--- config.mk ---
export PLATFORM = sky130hd
export DESIGN_NAME = branch_predictor
export DESIGN_NICKNAME = d
export VERILOG_FILES = /design/src/rtl/bp_pkg.sv /design/src/rtl/bp_sat_counter_table.sv /design/src/rtl/branch_predictor.sv
export SDC_FILE = /design/constraint.sdc
export NUM_CORES = 1
export LEC_CHECK = 0
export CELL_PAD_IN_SITES_DETAIL_PLACEMENT = 0
export CELL_PAD_IN_SITES_GLOBAL_PLACEMENT = 1
export CORE_MARGIN = 2
export CORE_UTILIZATION = 56
export DETAILED_ROUTE_END_ITERATION = 16
export HOLD_SLACK_MARGIN = 0.15
export PLACE_DENSITY_LB_ADDON = 0.25
export SYNTH_ARGS = -nofsm -noshare
export SYNTH_HDL_FRONTEND = slang
export SYNTH_SLANG_ARGS = --single-unit
export TNS_END_PERCENT = 1
--- constraint.sdc ---
create_clock -name clk -period 8.5 [get_ports clk]
set_input_delay 1.7 -clock clk [delete_from_list [all_inputs] [get_ports clk]]
set_output_delay 1.7 -clock clk [all_outputs]
set_load 0.05 [all_outputs]
--- src/rtl/bp_pkg.sv ---
// Shared types and constants for the IF-stage branch predictor.
// Holds the BTB entry layout, the predict bundle and the counter encodings.
package bp_pkg;

    localparam int BTB_IDX_W = 4;
    localparam int BHR_W     = 4;
    localparam int BTB_N     = 1 << BTB_IDX_W;
    localparam int GBC_N     = 1 << BHR_W;
    localparam int TAG_W     = 32 - BTB_IDX_W - 2;

    typedef enum logic [1:0] {
        CNT_SNT = 2'b00,
        CNT_WNT = 2'b01,
        CNT_WT  = 2'b10,
        CNT_ST  = 2'b11
    } cnt_e;

    typedef struct packed {
        logic             valid;
        logic [TAG_W-1:0] tag;
        logic [31:0]      target;
        logic             is_jal;
    } btb_entry_t;

    // Rides down IF/ID and ID/EX alongside the instruction.
    typedef struct packed {
        logic             b_hit;
        logic             j_hit;
        logic             predict_taken;
        logic [BHR_W-1:0] bhr;
    } pred_bundle_t;

    function automatic cnt_e cnt_update(input cnt_e cnt, input logic taken);
        cnt_e nxt;
        case (cnt)
            CNT_SNT: nxt = taken ? CNT_WNT : CNT_SNT;
            CNT_WNT: nxt = taken ? CNT_WT  : CNT_SNT;
            CNT_WT:  nxt = taken ? CNT_ST  : CNT_WNT;
            CNT_ST:  nxt = taken ? CNT_ST  : CNT_WT;
            default: nxt = CNT_WNT;
        endcase
        return nxt;
    endfunction

endpackage

--- src/rtl/bp_sat_counter_table.sv ---
// Gshare global branch counter table: combinational indexed read,
// single-port saturating 2-bit update on the clock edge.
module bp_sat_counter_table
    import bp_pkg::*;
(
    input  logic             clk,
    input  logic             rst_n,
    input  logic [BHR_W-1:0] rd_idx_i,
    output logic [1:0]       rd_cnt_o,
    input  logic             wr_en_i,
    input  logic [BHR_W-1:0] wr_idx_i,
    input  logic             wr_taken_i
);

    cnt_e cnt_q [GBC_N];
    cnt_e cnt_d;

    assign rd_cnt_o = cnt_q[rd_idx_i];

    // Next value of the counter addressed by the resolving branch.
    always_comb begin
        cnt_d = cnt_update(cnt_q[wr_idx_i], wr_taken_i);
    end

    // Counter storage; reset leaves every entry weakly not-taken.
    always_ff @(posedge clk or negedge rst_n) begin
        if (!rst_n) begin
            for (int i = 0; i < GBC_N; i++) begin
                cnt_q[i] <= CNT_WNT;
            end
        end else if (wr_en_i) begin
            cnt_q[wr_idx_i] <= cnt_d;
        end
    end

endmodule

--- src/rtl/branch_predictor.sv ---
// IF-stage branch predictor: direct-mapped BTB, gshare counters and a
// speculative history register, with EX-side resolution and redirect.
module branch_predictor
    import bp_pkg::*;
(
    input  logic             clk,
    input  logic             rst_n,
    input  logic [31:0]      if_pc,
    input  logic             if_stall,
    output logic             pred_btb_b_hit,
    output logic             pred_btb_j_hit,
    output logic             pred_taken,
    output logic [31:0]      pred_target,
    output logic [BHR_W-1:0] pred_bhr,
    output logic             pred_redirect,
    input  logic             ex_valid,
    input  logic [31:0]      ex_pc,
    input  logic             ex_is_branch,
    input  logic             ex_is_jal,
    input  logic             ex_taken,
    input  logic [31:0]      ex_target,
    input  logic             ex_btb_b_hit,
    input  logic             ex_btb_j_hit,
    input  logic             ex_gbc_predict_taken,
    input  logic [BHR_W-1:0] ex_bhr,
    output logic             ex_mispredict,
    output logic [31:0]      ex_redirect_pc
);

    btb_entry_t       btb_q [BTB_N];
    btb_entry_t       if_entry_s;
    btb_entry_t       btb_wr_s;
    logic [BHR_W-1:0] bhr_q, bhr_d;
    logic [1:0]       gbc_cnt_s;
    pred_bundle_t     pred_s;
    logic             br_res_s, jal_res_s, mis_s, alloc_s;
    logic             if_pc_unused_s;

    assign if_pc_unused_s = ^if_pc[1:0];
    assign if_entry_s     = btb_q[if_pc[BTB_IDX_W+1:2]];

    bp_sat_counter_table u_gbc (
        .clk        (clk),
        .rst_n      (rst_n),
        .rd_idx_i   (if_pc[BHR_W+1:2] ^ bhr_q),
        .rd_cnt_o   (gbc_cnt_s),
        .wr_en_i    (br_res_s),
        .wr_idx_i   (ex_pc[BHR_W+1:2] ^ ex_bhr),
        .wr_taken_i (ex_taken)
    );

    // Fetch-side lookup forming the predict bundle.
    always_comb begin
        pred_s = '0;
        if (if_entry_s.valid && (if_entry_s.tag == if_pc[31:BTB_IDX_W+2])) begin
            pred_s.b_hit         = ~if_entry_s.is_jal;
            pred_s.j_hit         = if_entry_s.is_jal;
            pred_s.predict_taken = ~if_entry_s.is_jal & gbc_cnt_s[1];
        end else begin
            pred_s.b_hit         = 1'b0;
        end
        pred_s.bhr = bhr_q;
    end

    assign pred_btb_b_hit = pred_s.b_hit;
    assign pred_btb_j_hit = pred_s.j_hit;
    assign pred_taken     = pred_s.predict_taken;
    assign pred_target    = if_entry_s.target;
    assign pred_bhr       = pred_s.bhr;
    assign pred_redirect  = (pred_s.b_hit & pred_s.predict_taken) | pred_s.j_hit;

    // EX resolution; a branch flag wins if both op flags are ever set.
    always_comb begin
        br_res_s  = ex_valid & ex_is_branch;
        jal_res_s = ex_valid & ~ex_is_branch & ex_is_jal;
        mis_s     = 1'b0;
        ex_redirect_pc = 32'd0;
        if (br_res_s) begin
            mis_s = (ex_btb_b_hit & ex_gbc_predict_taken) != ex_taken;
        end else if (jal_res_s) begin
            mis_s = ~ex_btb_j_hit;
        end else begin
            mis_s = 1'b0;
        end
        if (br_res_s || jal_res_s) begin
            ex_redirect_pc = ex_taken ? ex_target : (ex_pc + 32'd4);
        end else begin
            ex_redirect_pc = 32'd0;
        end
        alloc_s  = ex_taken & ((br_res_s & ~ex_btb_b_hit) | (jal_res_s & ~ex_btb_j_hit));
        btb_wr_s = '{valid: 1'b1, tag: ex_pc[31:BTB_IDX_W+2],
                     target: ex_target, is_jal: jal_res_s};
    end

    assign ex_mispredict = mis_s;

    // History next state: EX recovery beats the speculative fetch shift.
    always_comb begin
        bhr_d = bhr_q;
        if (br_res_s && mis_s) begin
            bhr_d = {ex_bhr[BHR_W-2:0], ex_taken};
        end else if (pred_s.b_hit && !if_stall) begin
            bhr_d = {bhr_q[BHR_W-2:0], pred_s.predict_taken};
        end else begin
            bhr_d = bhr_q;
        end
    end

    // History register.
    always_ff @(posedge clk or negedge rst_n) begin
        if (!rst_n) begin
            bhr_q <= '0;
        end else begin
            bhr_q <= bhr_d;
        end
    end

    // BTB storage; allocation only for taken ops the bundle says missed.
    always_ff @(posedge clk or negedge rst_n) begin
        if (!rst_n) begin
            for (int i = 0; i < BTB_N; i++) begin
                btb_q[i] <= '0;
            end
        end else if (alloc_s) begin
            btb_q[ex_pc[BTB_IDX_W+1:2]] <= btb_wr_s;
        end
    end

endmodule

; ---- Word-level counts from Yosys, hierarchy flattened
; Index checks and enable logic that the tools add are counted.
[word_totals]
in_bits = 110
register_bits = 996
[classes]
eq_ne = 5
add_sub_neg = 1
reduce_logical = 9
bitwise_logic = 21
magnitude_cmp = 6
n_mux = 28
[ops]
columns = cell, count
row1 = bitwise mux 960 bit, 1
row2 = binary-select mux 60 bit (select 4 bit), 1
row3 = demux 60 bit (select 4 bit), 1
row4 = two-way mux 60 bit, 3
row5 = two-way mux 32 bit, 2
row6 = adder 32 x 3 -> 32 bit (second input constant), 1
row7 = bitwise mux 32 bit, 1
row8 = equality test 26 bit, 1
row9 = >= comparator 5 bit (second input constant), 4
row10 = NOT 4 -> 5 bit, 4
row11 = binary-select mux 2 bit (select 4 bit), 2
row12 = two-way mux 2 bit, 8
row13 = less-than comparator 5 x 1 -> 1 bit (second input constant), 2
row14 = bitwise AND 1 bit, 9
row15 = demux 2 bit (select 4 bit), 1
row16 = two-way mux 4 bit, 2
row17 = case mux 2 bit (4 select lines), 1
row18 = XOR 4 bit, 2
row19 = logical AND 1 bit, 5
row20 = two-way mux 1 bit, 5
row21 = equality test 2 bit (second input constant), 2
row22 = NOT 1 bit, 4
row23 = equality test 2 x 1 -> 1 bit (second input constant), 1
row24 = zero test 2 bit, 1
row25 = 5 further kinds, 6

; ---- Logic depth before layout (Yosys ltp)
; Gate-level depths: netlist of run 1.
[depth]
word_depth = 10
mapped_depth = 14
depth_no_buf = 9

; ---- Cells and area by module
; From an unflattened synthesis of run 1, not the netlist that was laid out.
[unflattened]
cells_unflattened = 3126
hier_area_um2 = 46814.9
[modules_own_cells]
columns = module, instances, area_each_um2, cells_each, seq_area_each_um2
row1 = branch_predictor, 1, 44974.4, 2992, 24123.1
row2 = bp_sat_counter_table, 1, 1840.5, 134, 820.8

; ---- Worst setup path after synthesis of run 1
; Ideal clock, no wire load.
[synth_path]
path_type = input port to output port
start = in if_pc[4]
end = out pred_taken
t_arrival_ns = 5.271
n_path_buf = 4
path_slack_ns = 1.529
cell_stages = 11
t_required_ns = 6.800
cell_sequence = buf_6 buf_6 buf_6 buf_2 mux4_2 a221oi_1 xnor2_1 a2111oi_0 o2111ai_1 nor3_1 and2_1
[synth_via]
elab_chain_cells = 7
elab_cells_between_ends = 14
[synth_lines]
columns = element, line
row1 = start: declaration, branch_predictor.sv:8  ; input logic [31:0] if_pc,
row2 = NOT 4 -> 5 bit (implied by the code) / XOR 4 bit (equally long branches), "branch_predictor.sv:40, branch_predictor.sv:45"
row3 = binary-select mux 60 bit (select 4 bit) / NOT 4 -> 5 bit (equally long branches), "branch_predictor.sv:40, bp_sat_counter_table.sv:18"
row4 = two-way mux 60 bit (implied by the code) / binary-select mux 2 bit (select 4 bit) (equally long branches), "branch_predictor.sv:40, bp_sat_counter_table.sv:18"
row5 = two-way mux 60 bit (implied by the code) / two-way mux 2 bit (equally long branches), "branch_predictor.sv:40, bp_sat_counter_table.sv:18"
row6 = equality test 26 bit (tied with other cells), branch_predictor.sv:55  ; if (if_entry_s.valid && (if_entry_s.tag == if_pc[31:BTB_IDX_W+2])) begin
row7 = logical AND 1 bit / bitwise AND 1 bit (equally long branches), "branch_predictor.sv:55, branch_predictor.sv:58"
row8 = two-way mux 2 bit (*), branch_predictor.sv:55
row9 = end: declaration, branch_predictor.sv:12  ; output logic pred_taken,
; Mark *: on every way between the ends. The rest lies on a longest branch, timed or not. The select of a mux whose other input is x is not followed.

; ---- Final worst setup path of run 1
[layout_path]
start = in ex_pc[7]
end = out ex_redirect_pc[28]
[layout_via]
elab_chain_cells = 3
[layout_lines]
columns = element, line
row1 = start: declaration, branch_predictor.sv:17  ; input logic [31:0] ex_pc,
row2 = adder 32 x 3 -> 32 bit, branch_predictor.sv:86  ; ex_redirect_pc = ex_taken ? ex_target : (ex_pc + 32'd4);
row3 = two-way mux 32 bit, branch_predictor.sv:86
row4 = two-way mux 32 bit, branch_predictor.sv:85  ; if (br_res_s || jal_res_s) begin
row5 = end: declaration, branch_predictor.sv:27  ; output logic [31:0] ex_redirect_pc
; Every way passes these cells.

==> summary.txt, run 1 <==
Run status -> finished, final reports clean
Internal -> 0.00890 W
Initial DRC Count -> 1818
CP Launch Type -> primary input
Die X -> 292 um
Post-CTS Hold Fix Bufs -> 0
Final Cycle Share -> 0.901
CTS tree -> done
Net Sw Power -> 0.00303 W
Max_slew headroom -> 0.245
Initial Util -> 0.567
Setup Buffers After CTS -> 0
Congestion Overflow GR -> 0
Worst-margin pin slew -> 1130 ps
Max Cap Violations -> 0
Initial antenna violation count -> 12
Residual DRC count -> 0
Synth Register Bits -> 996
First-pass GRT wire length -> 189 mm
Dpl cell area -> 49400 um^2
RSZ-0062 raised after global routing -> no
Logic gate share of total power -> 0.151
EDFF count, synth -> 0
VDD IR max -> 0.194 mV
Post-synth ARST share -> 1.00
Register share of total power -> 0.472
Post-Layout Cell Count -> 4339
Share of cells above drive strength 1 -> 0.457
DP HPWL -> 74.3 mm
Setup crit end kind -> primary output
Lkg Pwr -> 24.7 nW
Critical hold path startpoint -> btb_q[779]
Vias -> 27610
Hold path depth -> 1
Main synth FF type -> dfrtp_1
Final hold slack -> 464 ps
Final WL -> 124 mm
Yosys top cell by area -> dfrtp_1
Final hold vios -> 0
FP Rows -> 105
I/O pin cnt -> 183
Number of global-route vias before repair -> 30043
Crit path DAT -> 5960 ps
YS warnings -> 0
Seq/Total Area, Yosys -> 0.535
Post-Syn Nets -> 3217
I/O Buffers -> 180
PwrDens -> 226 nW/um^2
Cells after synthesis -> 3103
Worst Hold End -> btb_q[779]
DIE AREA -> 85500 um^2
RD Place Congestion -> 0.845
Worst min-delay path class -> register to register
Chip height -> 292 um
PostCTS Resize Cnt -> 0
FF-to-FF Start -> btb_q[655]
Syn-to-layout area delta -> 13.2%
Clk pwr share -> 0.377
Top-area cell type share of the netlist area -> 0.526
Total GRT Usage -> 0.297
CTS buffer count -> 103
Required time worst endpoint -> 6800 ps
Dominant cells by area after synthesis -> dfrtp_1, mux2_2, mux4_2
Via density per instance -> 6.36
Final standard cell area without fillers -> 52800 um^2
Clock Path Buffers -> 3
Crit Path Class -> primary input to primary output
Crit Path Max Fanout -> 19
CP startpoint -> ex_pc[7]
Post-DR wirelength/cell -> 28.6 um
Clock root cell -> clkbuf_16
Reg2reg end -> pred_bhr[0]
Total chip power -> 0.0119 W
Post-route ant nets -> 0
Post-layout min period -> 7660 ps
Worst-Skew Late Latency -> 660 ps
Placed Cells -> 4144
Fmax -> 131 MHz
Largest net degree at the start of global routing -> 197
Net Sw Frac -> 0.254
Mean Syn Cell Area -> 15.0 um^2
Setup TNS -> 0 ps
FF-to-FF path depth -> 9
Setup-failing EPs final -> 0
Reg2Reg Setup Slack -> 5180 ps
Number of nets in the layout -> 3293
Clock Skew -> 21.5 ps
Worst-path clk slew -> 60 ps
# clock sinks -> 996
H-tree depth -> 3
Core footprint -> 82200 um^2
First-pass DRT Iterations -> 5
Final count of pins violating max slew -> 0
Post-synth cell types -> 58
Mapped Area -> 46600 um^2
==> worst max-delay path by stage <==
stage | endpoint | slack (ps) | cells past startpoint
2_1_floorplan | pred_taken | 1530 | 11
3_3_place_gp | pred_taken | 1010 | 11
3_5_place_dp | ex_redirect_pc[27] | 1010 | 10
4_1_cts | ex_redirect_pc[27] | 1000 | 10
5_1_grt | ex_redirect_pc[28] | 660 | 9
6_report | ex_redirect_pc[28] | 840 | 9
==> registers in the layout, indices dropped and copies added (netlist names) <==
signal / cells
btb_q: 960
u_gbc.cnt_q: 32
pred_bhr: 4
==> final cells by class <==
cell class / count / area (um^2)
clock buffer: 150 / 3040
tap: 1070 / 1340
sequential: 996 / 24900
inverter: 10 / 38.8
timing repair buffer: 250 / 2410
antenna: 9 / 22.5
fill: 5839 / 29500
multi-input combinational: 1818 / 20600
clock inverter: 36 / 335
==> power by group through the flow <==
stage | clock (W) | sequential (W) | combinational (W)
floorplan | 0 | 0.00561 | 0.00127
global placement | 0 | 0.00564 | 0.00174
detailed placement | 0 | 0.00571 | 0.00181
CTS | 0.00457 | 0.00563 | 0.00181
global route | 0.00477 | 0.00570 | 0.00193
finish | 0.00450 | 0.00563 | 0.00180
==> cells by family (layout without fill, tap and decap cells) <==
| family | count (synthesis) | in the layout | synth area share |
|---|---|---|---|
| other | 0 | 9 | 0 |
| AND/OR/NAND/NOR | 299 | 299 | 0.0310 |
| AO/OA/AOI/OAI | 161 | 161 | 0.0226 |
| flip-flops | 996 | 996 | 0.535 |
| adder cells (fa/ha/maj) | 6 | 6 | 0.00150 |
| multiplexers | 1290 | 1290 | 0.372 |
| XOR/XNOR | 62 | 62 | 0.0117 |
| buffers and inverters | 289 | 446 | 0.0262 |
==> cell usage in the layout (no fill, tap or decap), types with 5 or more instances in the layout <==
cell type        netlist  layout
or3_1                 10      10
o22ai_1                6       6
clkbuf_8               0      27
nor4_1                 5       5
xor2_1                44      44
nor2b_1               12      12
clkdlybuf4s50_1        0     174
a22o_1                19      19
a221oi_1              11      11
nand2_1              116     116
clkbuf_1             218      20
mux2i_1               87      87
inv_1                  9       9
nand3_4                0      16
and3_1                 8       8
diode_2                0       9
buf_12                 0       6
nand3_1               34      18
nor2_1                53      53
buf_4                  8      64
clkinv_2               0      25
and2_1                 7       7
mux4_2               258     258
a21oi_1               34      34
bufinv_16              0       5
nand2b_1              21      21
dfstp_2               16      16
mux2_2               944     944
dfrtp_1              980     980
clkbuf_16              0     104
nand3b_1               5       5
xnor2_1               18      18
a211oi_1               5       5
o21ai_0               61      61
nor3_1                 6       6
nand4_1                5       5
==> through the flow <==
| stage | util | setup slack (ps) |
|---|---|---|
| after floorplan | - | 1530 |
| after global placement | 0.600 | 1010 |
| after detailed placement | 0.600 | 1010 |
| after CTS | 0.641 | 995 |
| after global routing | 0.641 | 657 |
| final | 0.642 | 844 |
==> layer usage <==
layer,vias up,share of wire,track usage
li1,11631,-,-
met5,-,0.00037,0
met3,182,0.064,0.0532
met4,8,0.024,0.0832
met1,14974,0.43,0.412
met2,815,0.49,0.485
==> critical path: stages <==
cell,delay [ps]
clkdlybuf4s50_1,1060
nand3_1,220
or3_1,500
or2_2,400
nor2_1,210
nand2_1,90
xor2_1,150
a211oi_1,670
clkdlybuf4s50_1,940
==> Yosys cell counts (7+ instances only) <==
library cell	count
nor2b_1	12
nand3_1	34
a22o_1	19
a21oi_1	34
o21ai_0	61
buf_2	30
mux2_2	944
mux4_2	258
nor2_1	53
dfrtp_1	980
clkbuf_1	218
nand2b_1	21
or3_1	10
mux2i_1	87
buf_1	15
nand2_1	116
and2_1	7
a221oi_1	11
inv_1	9
buf_4	8
xor2_1	44
and3_1	8
xnor2_1	18
dfstp_2	16
Power figures use the tool's default switching activity.
==> inputs of run 2 (changes only) <==
--- a/config.mk
+++ b/config.mk
@@ -10,4 +10,5 @@
 export CORE_MARGIN = 2
 export CORE_UTILIZATION = 56
+export CTS_CLUSTER_SIZE = 14
 export DETAILED_ROUTE_END_ITERATION = 16
 export HOLD_SLACK_MARGIN = 0.15
==> constraint.sdc (replaced) <==
create_clock -name clk -period 8.5 [get_ports clk]
set_input_delay 1.7 -clock clk [delete_from_list [all_inputs] [get_ports clk]]
set_output_delay 1.7 -clock clk [all_outputs]
set_load 0.1 [all_outputs]
==> run 2 against run 1 <==
Clock-buffer cell count up 9; first-iteration DRC count grew 16%; utilization about the same; wire length fell by 0.19%; clock skew shrank 8.7 ps; combinational power is 8% higher; critical path type unchanged.
==> summary.txt, run 2 (synthesis results as in run 1) <==
Setup crit end kind -> primary output
First-pass DRT Iterations -> 5 (unchanged)
Clk pwr share -> 0.389 (+0.012)
FP Rows -> 105 (unchanged)
Clock root cell -> clkbuf_16
Final Cycle Share -> 0.878 (-0.0225)
Required time worst endpoint -> 6800 ps (about the same)
FF-to-FF path depth -> 9 (unchanged)
Hold path depth -> 1 (unchanged)
Final standard cell area without fillers -> 52800 um^2 (about the same)
Run status -> finished, final reports clean
Number of nets in the layout -> 3278 (-0.46%)
Reg2Reg Setup Slack -> 5140 ps (-40 ps)
Initial DRC Count -> 2114 (+16%)
Logic gate share of total power -> 0.156 (+0.005)
Worst-Skew Late Latency -> 670 ps (about the same)
Fmax -> 134 MHz (+2.6%)
Register share of total power -> 0.455 (-0.017)
Clock Path Buffers -> 3 (unchanged)
Total of fill cells in the finished design -> 5808 (-0.53%)
Core footprint -> 82200 um^2 (unchanged)
Dpl cell area -> 49100 um^2 (-0.49%)
H-tree depth -> 3 (unchanged)
Final hold slack -> 465 ps (+1.19 ps)
I/O Buffers -> 180 (unchanged)
Setup Buffers After CTS -> 0 (unchanged)
Clock Skew -> 12.8 ps (-8.70 ps)
Largest net degree at the start of global routing -> 200 (+1.5%)
Reg2reg end -> pred_bhr[0]
Internal -> 0.00919 W (+3.3%)
Worst Hold End -> btb_q[899]
Setup-failing EPs final -> 0 (unchanged)
RD Place Congestion -> 0.814 (-3.7%)
Largest register FFs -> 960 (unchanged)
Crit path DAT -> 5770 ps (-190 ps)
VDD IR max -> 0.185 mV (-4.2%)
Lkg Pwr -> 24.9 nW (+0.60%)
I/O pin cnt -> 183 (unchanged)
PwrDens -> 235 nW/um^2 (+3.7%)
Post-CTS Hold Fix Bufs -> 0 (unchanged)
FF+latch area -> 24900 um^2 (unchanged)
Residual DRC count -> 0 (unchanged)
Net Sw Power -> 0.00319 W (+5.1%)
DIE AREA -> 85500 um^2 (unchanged)
FF-to-FF Start -> btb_q[107]
RSZ-0062 raised after global routing -> no
Final hold vios -> 0 (unchanged)
CTS tree -> done
Syn-to-layout area delta -> 13.3% (about the same)
Initial antenna violation count -> 6 (-6)
Post-layout min period -> 7470 ps (-191 ps)
Final WL -> 124 mm (-0.19%)
First-pass GRT wire length -> 189 mm (-0.46%)
Crit Path Max Fanout -> 8 (-11)
Via density per instance -> 6.40 (+0.62%)
Worst-path clk slew -> 60 ps (about the same)
Final count of pins violating max slew -> 0 (unchanged)
# clock sinks -> 996 (unchanged)
CTS buffer count -> 102 (-0.97%)
Vias -> 27686 (+0.28%)
Post-route ant nets -> 0 (unchanged)
Area used by multi-input combinational logic -> 20600 um^2 (unchanged)
Share of cells above drive strength 1 -> 0.470 (+0.0130)
Number of global-route vias before repair -> 29998 (-0.15%)
PostCTS Resize Cnt -> 0 (unchanged)
Max_slew headroom -> 0.213 (-0.0313)
Worst min-delay path class -> register to register
Die X -> 292 um (unchanged)
Leading cell type in the layout, fill and taps excluded -> dfrtp_1
Chip height -> 292 um (unchanged)
Total GRT Usage -> 0.296 (-0.000666)
DP HPWL -> 74.8 mm (+0.66%)
Crit Path Class -> primary input to primary output
Post-DR wirelength/cell -> 28.6 um (+0.16%)
Critical hold path startpoint -> btb_q[899]
Initial Util -> 0.567 (unchanged)
Largest register by flop count -> btb_q
Max Cap Violations -> 0 (unchanged)
Setup TNS -> 0 ps (unchanged)
CP Launch Type -> primary input
Congestion Overflow GR -> 0 (unchanged)
Net Sw Frac -> 0.258 (+0.00316)
Worst-margin pin slew -> 1180 ps (+46.9 ps)
Commonest non-fill, non-tap cells in the layout -> dfrtp_1, mux2_2, mux4_2
## run 2: power groups by stage
stage               Sequential, W  Combinational (W)  Clock [W]
CTS                       0.00563            0.00195    0.00489
detailed placement        0.00571            0.00194          0
floorplan                 0.00563            0.00140          0
global placement          0.00564            0.00187          0
finish                    0.00563            0.00194    0.00482
global route              0.00569            0.00207    0.00510
## run 2: final cells by class
class                   instances  share of cell area
well taps                    1070              0.0254
clock buffers                 159              0.0595
clock inverters                34             0.00986
multi-input cells            1818               0.391
diodes                          1           0.0000474
inverters                      10            0.000735
repair buffers                236              0.0411
flip-flops and latches        996               0.472
## run 2: routing by layer
| layer | GRT usage | wire (um) | vias up |
|---|---|---|---|
| met2 | 0.486 | 60700 | 828 |
| met1 | 0.413 | 52300 | 15043 |
| met4 | 0.0727 | 2430 | 10 |
| met3 | 0.0543 | 8170 | 189 |
| met5 | 0 | 48 | - |
| li1 | - | - | 11616 |
## run 2: critical path, stage by stage
cell             delay, ps
clkdlybuf4s50_1        770
ha_1                   580
nand3_1                230
or3_1                  510
or2_2                  390
nor2_1                 210
nand2_1                 90
xor2_1                 140
a211oi_1               710
buf_4                  420
## run 2: metrics by stage
stage / cells / setup slack [ps] / total power, W / utilization
4_1_cts: 4323 / 1170 / 0.0125 / 0.642
2_1_floorplan: 3103 / 142 / 0.00703 / -
5_1_grt: 4323 / 965 / 0.0129 / 0.642
3_5_place_dp: 4130 / 1160 / 0.00765 / 0.597
6_report: 4324 / 1030 / 0.0124 / 0.642
3_3_place_gp: 4130 / 1230 / 0.00752 / 0.597
## run 2: how the worst max path moves through the flow
stage	from	end	slack (ps)	cells after the start
finish	ex_pc[2]	ex_redirect_pc[28]	1030	10
detailed placement	ex_pc[2]	ex_redirect_pc[28]	1160	10
global route	ex_pc[6]	ex_redirect_pc[27]	970	11
floorplan	if_pc[4]	pred_taken	140	11
global placement	ex_pc[2]	ex_redirect_pc[28]	1230	10
CTS	ex_pc[2]	ex_redirect_pc[28]	1170	10
==> inputs of run 3 (changes only) <==
CTS_CLUSTER_SIZE = not set   (was 14)
==> run 3 against run 2 <==
Clock power barely moved; wire length about the same; sequential power barely moved; utilization about the same; final cell count about the same; clock-buffer cell count fell by 1; first-iteration DRC count down 2.7%; register-to-register slack worse by 70 ps; power down 0.15%; global-route usage hardly changed; worst setup slack worse by 18 ps; die area did not move; critical path type unchanged; largest cell class unchanged; largest power group unchanged; highest routed layer unchanged.
==> summary.txt, run 3 (synthesis results as in run 1) <==
Total chip power -> 0.0124 W (-0.15%)
Final WS setup -> 1020 ps (-18.2 ps)
Initial antenna violation count -> 6 (unchanged)
Final hold vios -> 0 (unchanged)
PostCTS Resize Cnt -> 0 (unchanged)
Worst-Skew Late Latency -> 670 ps (about the same)
Final hold slack -> 467 ps (+1.16 ps)
Vias -> 27642 (-0.16%)
Run status -> finished, final reports clean
RD Place Congestion -> 0.814 (unchanged)
Number of global-route vias before repair -> 29985 (-0.043%)
Core footprint -> 82200 um^2 (unchanged)
First-pass DRT Iterations -> 5 (unchanged)
CP cell instances -> clkdlybuf4s50_1 > ha_1 > nand3_1 > or3_1 > or2_2 > nor2_1 > nand2_1 > xor2_1 > a211oi_1 > buf_4
I/O pin cnt -> 183 (unchanged)
CP Launch Type -> primary input
RSZ-0062 raised after global routing -> no
Initial Util -> 0.567 (unchanged)
Chip height -> 292 um (unchanged)
CTS buffer count -> 102 (unchanged)
FF+latch area -> 24900 um^2 (unchanged)
Area used by multi-input combinational logic -> 20600 um^2 (unchanged)
Post-CTS Hold Fix Bufs -> 0 (unchanged)
DP HPWL -> 74.8 mm (unchanged)
CP top delay family -> simple AND/OR/NAND/NOR gates
Worst-margin pin slew -> 1160 ps (-17.5 ps)
Total of fill cells in the finished design -> 5805 (-0.052%)
Residual DRC count -> 0 (unchanged)
Setup-failing EPs final -> 0 (unchanged)
Via density per instance -> 6.39 (-0.14%)
Max_slew headroom -> 0.222 (+0.00902)
Initial DRC Count -> 2056 (-2.7%)
Slowest stage cell, crit path -> clkdlybuf4s50_1
I/O Buffers -> 180 (unchanged)
Number of nets in the layout -> 3278 (unchanged)
Clock Path Buffers -> 3 (unchanged)
Share of cells above drive strength 1 -> 0.470 (about the same)
Setup crit end kind -> primary output
Final Cycle Share -> 0.880 (+0.00214)
Post-layout min period -> 7480 ps (+18.2 ps)
First-pass GRT wire length -> 188 mm (about the same)
Setup Buffers After CTS -> 0 (unchanged)
Dpl ws -> 1160 ps (unchanged)
Worst min-delay path class -> register to register
Diodes inserted -> 0 (-1)
Crit path buf inv count -> 2 (unchanged)
VDD IR max -> 0.185 mV (-0.15%)
Clock root cell -> clkbuf_16
Fmax -> 134 MHz (-0.24%)
Worst-path clk slew -> 60 ps (about the same)
Clock Skew -> 13.5 ps (+0.738 ps)
DIE AREA -> 85500 um^2 (unchanged)
Internal -> 0.00918 W (-0.18%)
Congestion Overflow GR -> 0 (unchanged)
Register share of total power -> 0.455 (about the same)
Total GRT Usage -> 0.296 (about the same)
Crit-path max cell delay -> 780 ps (about the same)
Required time worst endpoint -> 6800 ps (about the same)
Post-DR wirelength/cell -> 28.6 um (about the same)
Clk pwr share -> 0.388 (about the same)
H-tree depth -> 3 (unchanged)
Commonest non-fill, non-tap cells in the layout -> dfrtp_1, mux2_2, mux4_2
Setup TNS -> 0 ps (unchanged)
Crit Path Class -> primary input to primary output
Syn-to-layout area delta -> 13.3% (about the same)
CTS tree -> done
Largest register FFs -> 960 (unchanged)
Post-route ant nets -> 0 (unchanged)
Final count of pins violating max slew -> 0 (unchanged)
Largest net degree at the start of global routing -> 200 (unchanged)
Net Sw Power -> 0.00319 W (about the same)
PwrDens -> 234 nW/um^2 (-0.11%)
Max Cap Violations -> 0 (unchanged)
Largest register by flop count -> btb_q
Die X -> 292 um (unchanged)
Lkg Pwr -> 24.8 nW (about the same)
FP Rows -> 105 (unchanged)
# clock sinks -> 996 (unchanged)
Net Sw Frac -> 0.258 (about the same)
Logic gate share of total power -> 0.157 (about the same)
Leading cell type in the layout, fill and taps excluded -> dfrtp_1
Crit Path Max Fanout -> 8 (unchanged)
Reg2Reg Setup Slack -> 5070 ps (-70 ps)
Final core occ -> 0.642 (about the same)
Final WL -> 124 mm (about the same)
Crit path DAT -> 5780 ps (about the same)
==> run 3: cell types whose count changed in the layout (fill, tap and decap cells not counted), sizes merged <==
| cell | delta |
|---|---|
| clkbuf | -1 |
| clkinv | +1 |
| diode | -1 |
==> run 3: cell type report <==
type,instances,share of cell area
clock buffer,158,0.0591
multi-input combinational,1818,0.391
sequential,996,0.473
tap,1070,0.0254
timing repair buffer,236,0.0411
inverter,10,0.000735
clock inverter,35,0.00996
==> run 3: path summary, 6_finish.rpt <==
check	from	to	cells after the start
min in group asynchronous	rst_n	u_gbc.cnt_q[15]	1
hold / removal	btb_q[479]	btb_q[479]	1
max in group asynchronous	rst_n	btb_q[568]	2
hold reg to reg	btb_q[479]	btb_q[479]	1
setup reg to reg	btb_q[587]	pred_bhr[0]	9
setup / recovery	ex_pc[2]	ex_redirect_pc[28]	10
==> run 3: worst register-to-register path: stages, from the launching register on <==
cell	delay, ps
dfrtp_1	380
mux4_2	480
mux2i_1	230
xor2_1	160
nand2_1	100
nor4_1	610
o2111ai_1	280
nor4_4	670
mux2_1	380
o21ai_1	70
==> run 3: metal layers <==
| metal | global-route usage | up-vias | part of all wire |
|---|---|---|---|
| li1 | - | 11602 | - |
| met1 | 0.413 | 15073 | 0.43 |
| met2 | 0.486 | 765 | 0.49 |
| met3 | 0.0543 | 192 | 0.058 |
| met4 | 0.0729 | 10 | 0.021 |
| met5 | 0 | - | 0.00039 |
==> run 3: power groups by stage <==
stage / clock network [W] / logic [W] / registers, W
detailed placement: 0 / 0.00194 / 0.00571
floorplan: 0 / 0.00140 / 0.00563
global placement: 0 / 0.00187 / 0.00564
global route: 0.00508 / 0.00207 / 0.00569
finish: 0.00480 / 0.00194 / 0.00563
CTS: 0.00487 / 0.00195 / 0.00563
==> run 3: stage by stage <==
| stage | area, um^2 | instances |
|---|---|---|
| final | 52800 | 4323 |
| after global routing | 52800 | 4323 |
| after CTS | 52800 | 4323 |
| after detailed placement | 49100 | 4130 |
| after global placement | 49100 | 4130 |
| after floorplan | 46600 | 3103 |
